## src/rtl/xy_trace_capture.sv

```systemverilog
// Cycle-stamped X/Y trace observer.
// Records {stamp, X, Y} into a first-word-fall-through FIFO when the pair changes.
module xy_trace_capture #(
  parameter int DEPTH       = 16,
  parameter bit CAPTURE_ALL = 1'b0
) (
  input  logic                     Clk,
  input  logic                     Reset,
  input  logic                     En,
  input  logic                     Clear,
  input  logic [31:0]              X,
  input  logic [31:0]              Y,
  input  logic                     Rd_Ready,
  output logic                     Rd_Valid,
  output logic [31:0]              Rd_Stamp,
  output logic [31:0]              Rd_X,
  output logic [31:0]              Rd_Y,
  output logic [$clog2(DEPTH):0]   Count,
  output logic                     Overflow
);

  localparam int AW = $clog2(DEPTH);

  logic [AW:0]  r_wr_ptr;
  logic [AW:0]  r_rd_ptr;
  logic [31:0]  r_stamp;
  logic [31:0]  r_prev_x;
  logic [31:0]  r_prev_y;
  logic         r_prev_valid;
  logic         r_overflow;
  logic [95:0]  r_mem [DEPTH];

  logic         w_empty;
  logic         w_full;
  logic         w_push_req;
  logic         w_pop;
  logic         w_push;
  logic         w_drop;
  logic [95:0]  w_head;

  assign w_empty = (r_wr_ptr == r_rd_ptr);
  assign w_full  = (r_wr_ptr[AW] != r_rd_ptr[AW]) &&
                   (r_wr_ptr[AW-1:0] == r_rd_ptr[AW-1:0]);

  assign w_push_req = En && (!r_prev_valid || (X != r_prev_x) ||
                             (Y != r_prev_y) || CAPTURE_ALL);
  assign w_pop      = !Clear && !w_empty && Rd_Ready;
  // A full FIFO still accepts a push when the head leaves on the same edge.
  assign w_push     = !Clear && w_push_req && (!w_full || w_pop);
  assign w_drop     = !Clear && w_push_req && w_full && !w_pop;

  always_ff @(posedge Clk or negedge Reset) begin
    if (!Reset) begin
      r_wr_ptr     <= '0;
      r_rd_ptr     <= '0;
      r_stamp      <= '0;
      r_prev_x     <= '0;
      r_prev_y     <= '0;
      r_prev_valid <= 1'b0;
      r_overflow   <= 1'b0;
    end else if (Clear) begin
      r_wr_ptr     <= '0;
      r_rd_ptr     <= '0;
      r_stamp      <= '0;
      r_prev_x     <= '0;
      r_prev_y     <= '0;
      r_prev_valid <= 1'b0;
      r_overflow   <= 1'b0;
    end else begin
      if (w_push) r_wr_ptr <= r_wr_ptr + 1'b1;
      if (w_pop)  r_rd_ptr <= r_rd_ptr + 1'b1;
      if (w_drop) r_overflow <= 1'b1;
      // History tracks dropped samples too, so a drop never causes a later duplicate.
      if (En) begin
        r_stamp      <= r_stamp + 32'd1;
        r_prev_x     <= X;
        r_prev_y     <= Y;
        r_prev_valid <= 1'b1;
      end
    end
  end

  always_ff @(posedge Clk) begin
    if (w_push) r_mem[r_wr_ptr[AW-1:0]] <= {r_stamp, X, Y};
  end

  assign w_head   = r_mem[r_rd_ptr[AW-1:0]];
  assign Rd_Valid = !w_empty;
  assign Rd_Stamp = w_empty ? 32'd0 : w_head[95:64];
  assign Rd_X     = w_empty ? 32'd0 : w_head[63:32];
  assign Rd_Y     = w_empty ? 32'd0 : w_head[31:0];
  assign Count    = r_wr_ptr - r_rd_ptr;
  assign Overflow = r_overflow;

endmodule

```

## config.mk

```make
export PLATFORM = sky130hd
export DESIGN_NAME = xy_trace_capture
export DESIGN_NICKNAME = d
export VERILOG_FILES = /design/src/rtl/xy_trace_capture.sv
export SDC_FILE = /design/constraint.sdc
export NUM_CORES = 1
export LEC_CHECK = 0
export ABC_AREA = 1
export BUFFER_PORTS_ARGS = -buffer_cell sky130_fd_sc_hd__buf_2
export CORE_MARGIN = 4
export CORE_UTILIZATION = 35
export DETAILED_ROUTE_END_ITERATION = 10
export PLACE_DENSITY = 0.57
export SETUP_SLACK_MARGIN = 0.02
export SLEW_MARGIN = 20
export SYNTH_ARGS = -nofsm -noshare
export SYNTH_HDL_FRONTEND = slang
export SYNTH_SLANG_ARGS = --single-unit
```

## constraint.sdc

```tcl
create_clock -name Clk -period 10.1 [get_ports Clk]
set_input_delay 0.505 -clock Clk [delete_from_list [all_inputs] [get_ports Clk]]
set_output_delay 0.505 -clock Clk [all_outputs]
set_load 0.02 [all_outputs]
```

==> results of run 1 <==
state kept, by name (all words and copies together) (netlist names):
signal	flops
r_mem	1536
r_prev_valid	1
Overflow	1
r_wr_ptr	5
r_stamp	32
r_prev_x	32
r_prev_y	32
r_rd_ptr	5
synth_stat cells, types with 3 or more instances:
master / instances / area share (%)
nand4_1: 24 / 0.23
inv_2: 4 / 0.023
nor2_1: 835 / 4.8
o21a_1: 3 / 0.035
xnor2_1: 6 / 0.081
o21ai_1: 69 / 0.53
ha_1: 10 / 0.19
buf_2: 77 / 0.59
a21oi_1: 119 / 0.91
o211ai_1: 114 / 1.3
edfxtp_1: 1536 / 71
nor4_1: 4 / 0.038
nor3_1: 35 / 0.27
nand3_1: 106 / 0.81
o21ai_0: 735 / 5.6
o22ai_1: 173 / 1.7
dfrtp_1: 108 / 4.1
buf_6: 3 / 0.052
nand2_1: 231 / 1.3
o221ai_1: 270 / 3.6
clkbuf_1: 255 / 1.5
inv_1: 178 / 1.0
buf_1: 10 / 0.058
xor2_1: 7 / 0.094
buf_4: 6 / 0.069
per-layer routing:
metal  share of wire, %  GRT usage [%]  vias up  wire length [um]
met3                5.6           2.64      269             10200
met1                 45           25.8    21389             80400
met4                2.4           5.29        6              4270
li1                   -              -    18734                 -
met2                 47           29.0     1324             85200
met5              0.023              0        -                41
final cells by class:
cell class / count / area, um2
clock inverter: 88 / 835
multi-input combinational: 2756 / 14300
sequential: 1644 / 48800
tap: 2480 / 3100
clock buffer: 212 / 4370
antenna: 6 / 15.0
timing repair buffer: 248 / 1540
fill: 17281 / 111000
inverter: 184 / 716
worst min-delay path by stage:
stage,endpoint,cells past startpoint
6_report,r_mem[8][60],1
5_1_grt,r_mem[1][57],1
4_1_cts,r_mem[11][60],1
3_5_place_dp,r_prev_y[8],1
3_3_place_gp,r_prev_y[8],1
2_1_floorplan,Overflow,0
per-stage QoR:
stage / power (mW) / utilization, % / cells / area [um2] / worst slack (ns)
final: 16.1 / 39.8 / 7618 / 73700 / 3.69
after global routing: 16.8 / 39.8 / 7615 / 73700 / 3.36
after CTS: 16.3 / 39.8 / 7610 / 73700 / 3.59
after detailed placement: 10.3 / 36.9 / 7309 / 68400 / 4.32
after global placement: 10.3 / 36.9 / 7309 / 68400 / 4.33
after floorplan: 9.37 / - / 4935 / 65200 / 0.618
cell families (layout without fill, tap and decap cells):
family | after synthesis | count (layout) | synth area share (%)
compound gates | 1488 | 1488 | 13.8
xor+xnor | 14 | 14 | 0.200
fa+ha+maj | 11 | 11 | 0.223
buf+inv | 535 | 732 | 3.30
flops | 1644 | 1644 | 74.9
other cells | 0 | 6 | 0
simple gates | 1243 | 1243 | 7.59
power breakdown:
| part | leakage [nW] | switching [mW] | internal (mW) |
|---|---|---|---|
| clock network | 2.51 | 2.60 | 3.35 |
| registers | 15.3 | 0.0533 | 7.50 |
| logic | 6.13 | 1.95 | 0.664 |
==> impl_table.tex, run 1 <==
\begin{tabular}{lr}
\hline
Metric & Value \\
\hline
\multicolumn{2}{l}{\textbf{Setup path}} \\
\quad Start of the worst register-to-register path & r\_rd\_ptr[2] \\
\quad Start-to-end type of the worst setup path & reg -> out \\
\quad Buffers \& Inverters on Critical Path & 4 \\
\quad Crit path cell chain & buf\_4 > buf\_4 > buf\_12 > o21ai\_0 > o221ai\_1 > o211ai\_1 > a21oi\_1 > buf\_2 \\
\quad Cell type with the highest occurrence count on the critical path & buf\_4 \\
\quad Worst r2r dst & r\_mem[1][2] \\
\quad Max stage delay cell, worst path & buf\_4 \\
\quad Signal arrival time at the worst endpoint & 5.90 ns \\
\quad Depth of the most critical reg-to-reg path & 11 \\
\quad R2r setup slk & 4.28 ns \\
\quad Top cell family by delay on the critical path & buffers and inverters \\
\quad Kind of launch point of the worst setup path & flip-flop \\
\quad Delay of the slowest cell on the worst path & 0.95 ns \\
\quad Crit-path max FO & 218 \\
\quad Data required time of the worst path & 9.60 ns \\
\quad Capturing instance or port of the critical path & Rd\_X[30] \\
\quad Crit path depth & 8 \\
\quad Crit. Startpoint & r\_rd\_ptr[0] \\
\quad Type of destination of the critical path & output port \\
\multicolumn{2}{l}{\textbf{Clock tree}} \\
\quad Clock slew seen by the registers of the worst setup and hold paths & 0.06 ns \\
\quad CTS sink count & 1,644 \\
\quad Clock latency on the worst-skew pair & 0.81 ns \\
\quad Number of buffers inserted during clock tree synthesis & 166 \\
\quad Cell chosen for the clock root & clkbuf\_16 \\
\quad Quantity of hold-fixing buffers added after cts & 1 \\
\quad H-tree lvl count & 4 \\
\quad Number of buffers inserted by post-CTS setup repair & 0 \\
\quad Post-CTS sizing & 0 \\
\quad CTS tree & done \\
\quad Maximum number of buffers from clock root to sink & 3 \\
\multicolumn{2}{l}{\textbf{Die}} \\
\quad Die H & 440 um \\
\quad Die area & 193,000 um2 \\
\quad I/O Pins & 172 \\
\quad Die width & 440 um \\
\quad Initial Utilization & 35.2\% \\
\quad Site Rows & 158 \\
\quad Core area & 185,000 um2 \\
\multicolumn{2}{l}{\textbf{Synth}} \\
\quad Share of synthesized flip-flops with an asynchronous set or reset & 6.57\% \\
\quad Area of the mapped netlist & 65,200 um2 \\
\quad Number of flip-flops and latches in the synthesized netlist & 1,644 \\
\quad Gate Count Post-Synth & 4,935 \\
\quad Number of warnings issued by yosys & 0 \\
\quad Nets in the synthesized netlist & 5,015 \\
\quad Most used DFF post-synth & edfxtp\_1 \\
\quad Count of cell types in the netlist & 39 \\
\quad Part of the Yosys area used for sequential elements & 74.9\% \\
\quad Number of flops mapped to enable cells by yosys & 1,536 \\
\quad Average footprint of a synthesized cell & 13.2 um2 \\
\multicolumn{2}{l}{\textbf{GRT}} \\
\quad Antenna violations before repair & 18 \\
\quad Largest net degree at the start of global routing & 242 \\
\quad Number of global-route vias before repair & 40.3k \\
\quad First-pass GRT wire length & 266 mm \\
\quad Overall fraction of global-route tracks in use & 18.1\% \\
\quad Residual overflow from global routing & 0 \\
\multicolumn{2}{l}{\textbf{Min path}} \\
\quad Source of the worst hold timing path & X[28] \\
\quad Class of the tightest hold or removal check & in -> reg \\
\multicolumn{2}{l}{\textbf{Drt}} \\
\quad Remaining routing DRC violations & 0 \\
\quad WL final & 180 mm \\
\quad Number of vias after detailed routing & 41.7k \\
\quad Number of nets with antenna violations after detailed routing & 0 \\
\quad Number of design-rule violations left by the first detailed-router iteration & 4,373 \\
\quad DR pass1 iterations & 6 \\
\quad DR vias/cell & 5.48 \\
\quad Avg WL per Cell & 23.6 um \\
\multicolumn{2}{l}{\textbf{Timing}} \\
\quad Final-layout worst hold slack & 0.0910 ns \\
\quad Minimum period implied by the final worst setup slack & 6.41 ns \\
\quad Final setup vio count & 0 \\
\quad Total count of hold-check failures in the final report & 0 \\
\quad RSZ-0062 raised after global routing & no \\
\quad Upper clock frequency limit & 156 MHz \\
\quad Post-route setup TNS & 0 ns \\
\quad Number of slew-limit violations in the final report & 0 \\
\quad Clock Skews & 0.0579 ns \\
\quad Part of the cycle the worst path needs & 63.5\% \\
\quad Actual transition at the worst max-transition pin & 1.20 ns \\
\quad Tightest slew margin relative to the limit & 20.0\% \\
\multicolumn{2}{l}{\textbf{Placed design}} \\
\quad Global placement routability congestion & 0.765 \\
\quad Count of buffers inserted at the top-level ports & 171 \\
\quad Final HPWL from detailed placement & 89.8 mm \\
\multicolumn{2}{l}{\textbf{Layout}} \\
\quad Synth-to-layout area growth & 13.1\% \\
\quad Commonest non-fill, non-tap cells in the layout & edfxtp\_1 (1,536), nor2\_1 (833), o21ai\_0 (735), o221ai\_1 (270), nand2\_1 (231) \\
\quad Proportion of layout cells with a drive suffix above 1 & 9.86\% \\
\quad Most frequent standard cell in the layout excluding fill and tap cells & edfxtp\_1 \\
\quad Final net count & 5,080 \\
\multicolumn{2}{l}{\textbf{Status}} \\
\quad Result of the run & complete, no violations \\
\multicolumn{2}{l}{\textbf{Power}} \\
\quad Power density relative to cell area & 219 nW/um2 \\
\quad IR Drop Worst-Case VDD & 148 uV \\
\quad Leak & 24.0 nW \\
\multicolumn{2}{l}{\textbf{Flow run}} \\
\quad Max-cap violation count & 0 \\
\hline
\end{tabular}
Note: power is estimated with default switching activity, not from simulation.
==> run 2, diff against run 1 <==
- ABC_AREA: 1 -> 0
- clock period: 10.1 -> 5.2 ns (I/O delays scaled with it)
==> run 2 against run 1 <==
Effect of this change:
- die area shrank 2.1%
- flip-flop and latch count stayed put
- total power increased by 94%
- synthesized area shrank 2.1%
- global-route usage is 1.6 points lower
- clock skew fell by 0.020 ns
- cell count is 26% lower
- register-to-register slack lost 3.1 ns
- critical endpoint is now Rd_X[25]
- clock-buffer cell count grew 7
- core utilization is 1.0 points higher
- critical path type unchanged
- clock power is 98% higher
- via count fell by 29%
==> impl_table.tex, run 2 <==
\begin{tabular}{lr}
\hline
Metric & Value \\
\hline
\multicolumn{2}{l}{\textbf{Synth}} \\
\quad Number of flip-flops and latches in the synthesized netlist & 1,644 (unchanged) \\
\quad Count of cell types in the netlist & 44 (+13\%) \\
\quad Dominant cells by area after synthesis & edfxtp\_1 (72\%), mux4\_2 (17\%), dfrtp\_1 (4.2\%) \\
\quad Part of the Yosys area used for sequential elements & 76.5\% (+1.6 points) \\
\quad Share of synthesized flip-flops with an asynchronous set or reset & 6.57\% (unchanged) \\
\quad Most used DFF post-synth & edfxtp\_1 \\
\quad Average footprint of a synthesized cell & 22.7 um2 (+72\%) \\
\quad Top cell types by occurrence after synthesis & edfxtp\_1 (1,536), mux4\_2 (480), nor2\_1 (110) \\
\quad Number of warnings issued by yosys & 0 (unchanged) \\
\quad Most common cell in the synthesized netlist & edfxtp\_1 \\
\quad Area of the mapped netlist & 63,800 um2 (-2.1\%) \\
\quad Gate Count Post-Synth & 2,812 (-43\%) \\
\quad Nets in the synthesized netlist & 2,892 (-42\%) \\
\quad Number of flops mapped to enable cells by yosys & 1,536 (unchanged) \\
\quad Synth area leader & edfxtp\_1 \\
\quad Area share of the leading cell type in the synthesized netlist & 72.3\% (+1.6 points) \\
\multicolumn{2}{l}{\textbf{Setup path}} \\
\quad Data required time of the worst path & 4.94 ns (-4.66 ns) \\
\quad Start-to-end type of the worst setup path & reg -> out \\
\quad Depth of the most critical reg-to-reg path & 8 (-3) \\
\quad R2r setup slk & 1.16 ns (-3.12 ns) \\
\quad Signal arrival time at the worst endpoint & 4.39 ns (-1.51 ns) \\
\quad Kind of launch point of the worst setup path & flip-flop \\
\quad Crit-path max FO & 61 (-72\%) \\
\quad Type of destination of the critical path & output port \\
\quad Worst r2r dst & r\_mem[14][38] \\
\quad Start of the worst register-to-register path & r\_rd\_ptr[2] \\
\multicolumn{2}{l}{\textbf{Timing}} \\
\quad Total count of hold-check failures in the final report & 0 (unchanged) \\
\quad Tightest slew margin relative to the limit & 25.3\% (+5.3 points) \\
\quad Minimum period implied by the final worst setup slack & 4.65 ns \\
\quad Post-route setup TNS & 0 ns (unchanged) \\
\quad Actual transition at the worst max-transition pin & 1.12 ns (-0.0799 ns) \\
\quad Upper clock frequency limit & 215 MHz \\
\quad Clock Skews & 0.0380 ns (-0.0199 ns) \\
\quad Number of slew-limit violations in the final report & 0 (unchanged) \\
\quad Final setup vio count & 0 (unchanged) \\
\quad Part of the cycle the worst path needs & 89.3\% \\
\quad RSZ-0062 raised after global routing & no \\
\quad Worst Setup Slack, final & 0.554 ns (-3.14 ns) \\
\multicolumn{2}{l}{\textbf{Clock tree}} \\
\quad Number of buffers inserted during clock tree synthesis & 166 (unchanged) \\
\quad CTS tree & done \\
\quad H-tree lvl count & 4 (unchanged) \\
\quad CTS sink count & 1,644 (unchanged) \\
\quad Maximum number of buffers from clock root to sink & 3 (unchanged) \\
\quad Cell chosen for the clock root & clkbuf\_16 \\
\quad Clock slew seen by the registers of the worst setup and hold paths & 0.06 ns (about the same) \\
\quad Clock latency on the worst-skew pair & 0.80 ns (about the same) \\
\multicolumn{2}{l}{\textbf{Layout}} \\
\quad Most frequent standard cell in the layout excluding fill and tap cells & edfxtp\_1 \\
\quad Proportion of layout cells with a drive suffix above 1 & 29.5\% (+20 points) \\
\quad Commonest non-fill, non-tap cells in the layout & edfxtp\_1 (1,536), mux4\_2 (480), clkbuf\_16 (168), buf\_2 (168), nor2\_1 (108) \\
\quad Final net count & 3,217 (-37\%) \\
\quad Synth-to-layout area growth & 15.8\% \\
\quad Finished Layout Cells & 5,648 (-26\%) \\
\quad Layout filler cell count & 15.7k (-9.2\%) \\
\quad Max FFs per register & 1,536 (unchanged) \\
\multicolumn{2}{l}{\textbf{Min path}} \\
\quad Min-Delay Path Depth & 2 (+1) \\
\quad Class of the tightest hold or removal check & in -> reg \\
\quad Hold Crit Endpoint & r\_mem[14][36] \\
\quad Source of the worst hold timing path & X[4] \\
\multicolumn{2}{l}{\textbf{Die}} \\
\quad Core area & 181,000 um2 (-2.3\%) \\
\quad Die area & 189,000 um2 (-2.1\%) \\
\quad Initial Utilization & 35.3\% (+0.062 points) \\
\quad I/O Pins & 172 (unchanged) \\
\quad Site Rows & 156 (-1.3\%) \\
\quad Die H & 435 um (-1.1\%) \\
\quad Die width & 435 um (-1.1\%) \\
\multicolumn{2}{l}{\textbf{Power}} \\
\quad Leak & 23.3 nW (-3.0\%) \\
\quad PnR Total Power & 31.2 mW (+94\%) \\
\quad IR Drop Worst-Case VDD & 330 uV (+120\%) \\
\quad Power density relative to cell area & 422 nW/um2 (+93\%) \\
\multicolumn{2}{l}{\textbf{Drt}} \\
\quad Avg WL per Cell & 27.9 um (+18\%) \\
\quad DR vias/cell & 5.23 (-4.5\%) \\
\quad Number of nets with antenna violations after detailed routing & 0 (unchanged) \\
\quad DR pass1 iterations & 5 (-1) \\
\quad Remaining routing DRC violations & 0 (unchanged) \\
\quad WL final & 158 mm (-12\%) \\
\quad Number of vias after detailed routing & 29.6k (-29\%) \\
\quad Number of design-rule violations left by the first detailed-router iteration & 2,918 (-33\%) \\
\multicolumn{2}{l}{\textbf{GRT}} \\
\quad Met1 Use GR & 23.2\% (-2.6 points) \\
\quad Largest net degree at the start of global routing & 97 (-60\%) \\
\quad First-pass GRT wire length & 228 mm (-14\%) \\
\quad Overall fraction of global-route tracks in use & 16.5\% (-1.6 points) \\
\quad Global route hottest layer & met2 \\
\quad Antenna violations before repair & 12 (-6) \\
\quad Residual overflow from global routing & 0 (unchanged) \\
\quad Fraction of met3 tracks used by global routing & 2.73\% (+0.090 points) \\
\quad Grt met2 use & 27.1\% (-1.9 points) \\
\quad Number of global-route vias before repair & 30.7k (-24\%) \\
\multicolumn{2}{l}{\textbf{Placed design}} \\
\quad Count of buffers inserted at the top-level ports & 171 (unchanged) \\
\quad Global placement routability congestion & 0.752 (-1.7\%) \\
\quad Post-Place Worst Slack & 1.06 ns (-3.26 ns) \\
\quad Final HPWL from detailed placement & 83.5 mm (-7.0\%) \\
\quad Placed cell count & 5,273 (-28\%) \\
\multicolumn{2}{l}{\textbf{Flow run}} \\
\quad Max-cap violation count & 0 (unchanged) \\
\multicolumn{2}{l}{\textbf{Status}} \\
\quad Result of the run & complete, no violations \\
\hline
\end{tabular}
-- run 2: changes by cell type after synthesis, moves of 68 or more --
cell,change
clkbuf_1,-174
nand3_1,-92
nor2b_1,+108
o21ai_0,-727
inv_1,-146
nand2_1,-220
o22ai_1,-168
o211ai_1,-114
mux2i_1,+68
nor2_1,-725
o221ai_1,-270
mux4_2,+480
o21ai_1,-69
a21oi_1,-109
-- run 2: worst max-delay path, stage by stage, from the launching register on --
cell	delay (ns)
dfrtp_4	0.54
buf_4	0.76
buf_4	0.88
mux4_2	0.43
mux4_2	0.53
nor2b_1	0.18
buf_2	0.19
-- run 2: timing repair --
item / in CTS / in global routing
setup buffers: 0 / 0
gates resized for setup: 0 / 0
endpoints found under the hold margin: 1100 / 0
hold buffers: 66 / 0
-- run 2: kinds of logic after synthesis --
family          synth area share (%)
buf+inv                         1.08
simple gates                    2.65
mux                             18.1
compound gates                 0.408
flops                           76.5
fa+ha+maj                      0.228
xor+xnor                        1.04
-- run 2: power by group --
part	total (mW)	internal, mW	leakage [nW]	switching [mW]
clock network	11.8	6.79	2.61	5.02
logic	4.77	2.11	5.40	2.66
registers	14.6	14.6	15.3	0.0661
total	31.2	23.5	23.3	7.75
-- run 2: worst max path at each step --
| stage | startpoint | cells after the start | slack (ns) | endpoint |
|---|---|---|---|---|
| floorplan | r_rd_ptr[1] | 10 | -0.08 | r_mem[11][0] |
| global placement | r_rd_ptr[2] | 8 | 1.03 | r_mem[5][61] |
| detailed placement | r_rd_ptr[2] | 8 | 1.06 | r_mem[14][33] |
| CTS | r_rd_ptr[1] | 6 | 0.36 | Rd_X[25] |
| global route | r_rd_ptr[1] | 6 | 0.33 | Rd_X[25] |
| finish | r_rd_ptr[1] | 6 | 0.55 | Rd_X[25] |
-- run 2: area by class of cell --
| cell class | count | area (um2) | area share [%] |
|---|---|---|---|
| flip-flops and latches | 1644 | 48800 | 66.1 |
| multi-input cells | 994 | 14400 | 19.5 |
| clock buffers | 219 | 4480 | 6.06 |
| well taps | 2370 | 2970 | 4.01 |
| repair buffers | 298 | 2200 | 2.97 |
| clock inverters | 84 | 897 | 1.21 |
| inverters | 33 | 131 | 0.178 |
| diodes | 6 | 15.0 | 0.0203 |
-- run 2: through the flow --
step | utilization [%] | instance area (um2) | hold slack [ns]
2_1_floorplan | - | 63800 | -0.0356
3_3_place_gp | 37.5 | 67800 | 0.373
3_5_place_dp | 37.5 | 67900 | 0.374
4_1_cts | 40.8 | 73900 | 0.00619
5_1_grt | 40.8 | 73900 | 0.0183
6_report | 40.8 | 73900 | 0.0646
-- run 2: per-layer routing --
layer	part of all wire, %	up-vias	wire, um
met5	0.0082	-	13
met4	2.0	2	3130
met3	5.0	188	7950
met2	50	866	78400
met1	43	16098	68200
li1	-	12396	-
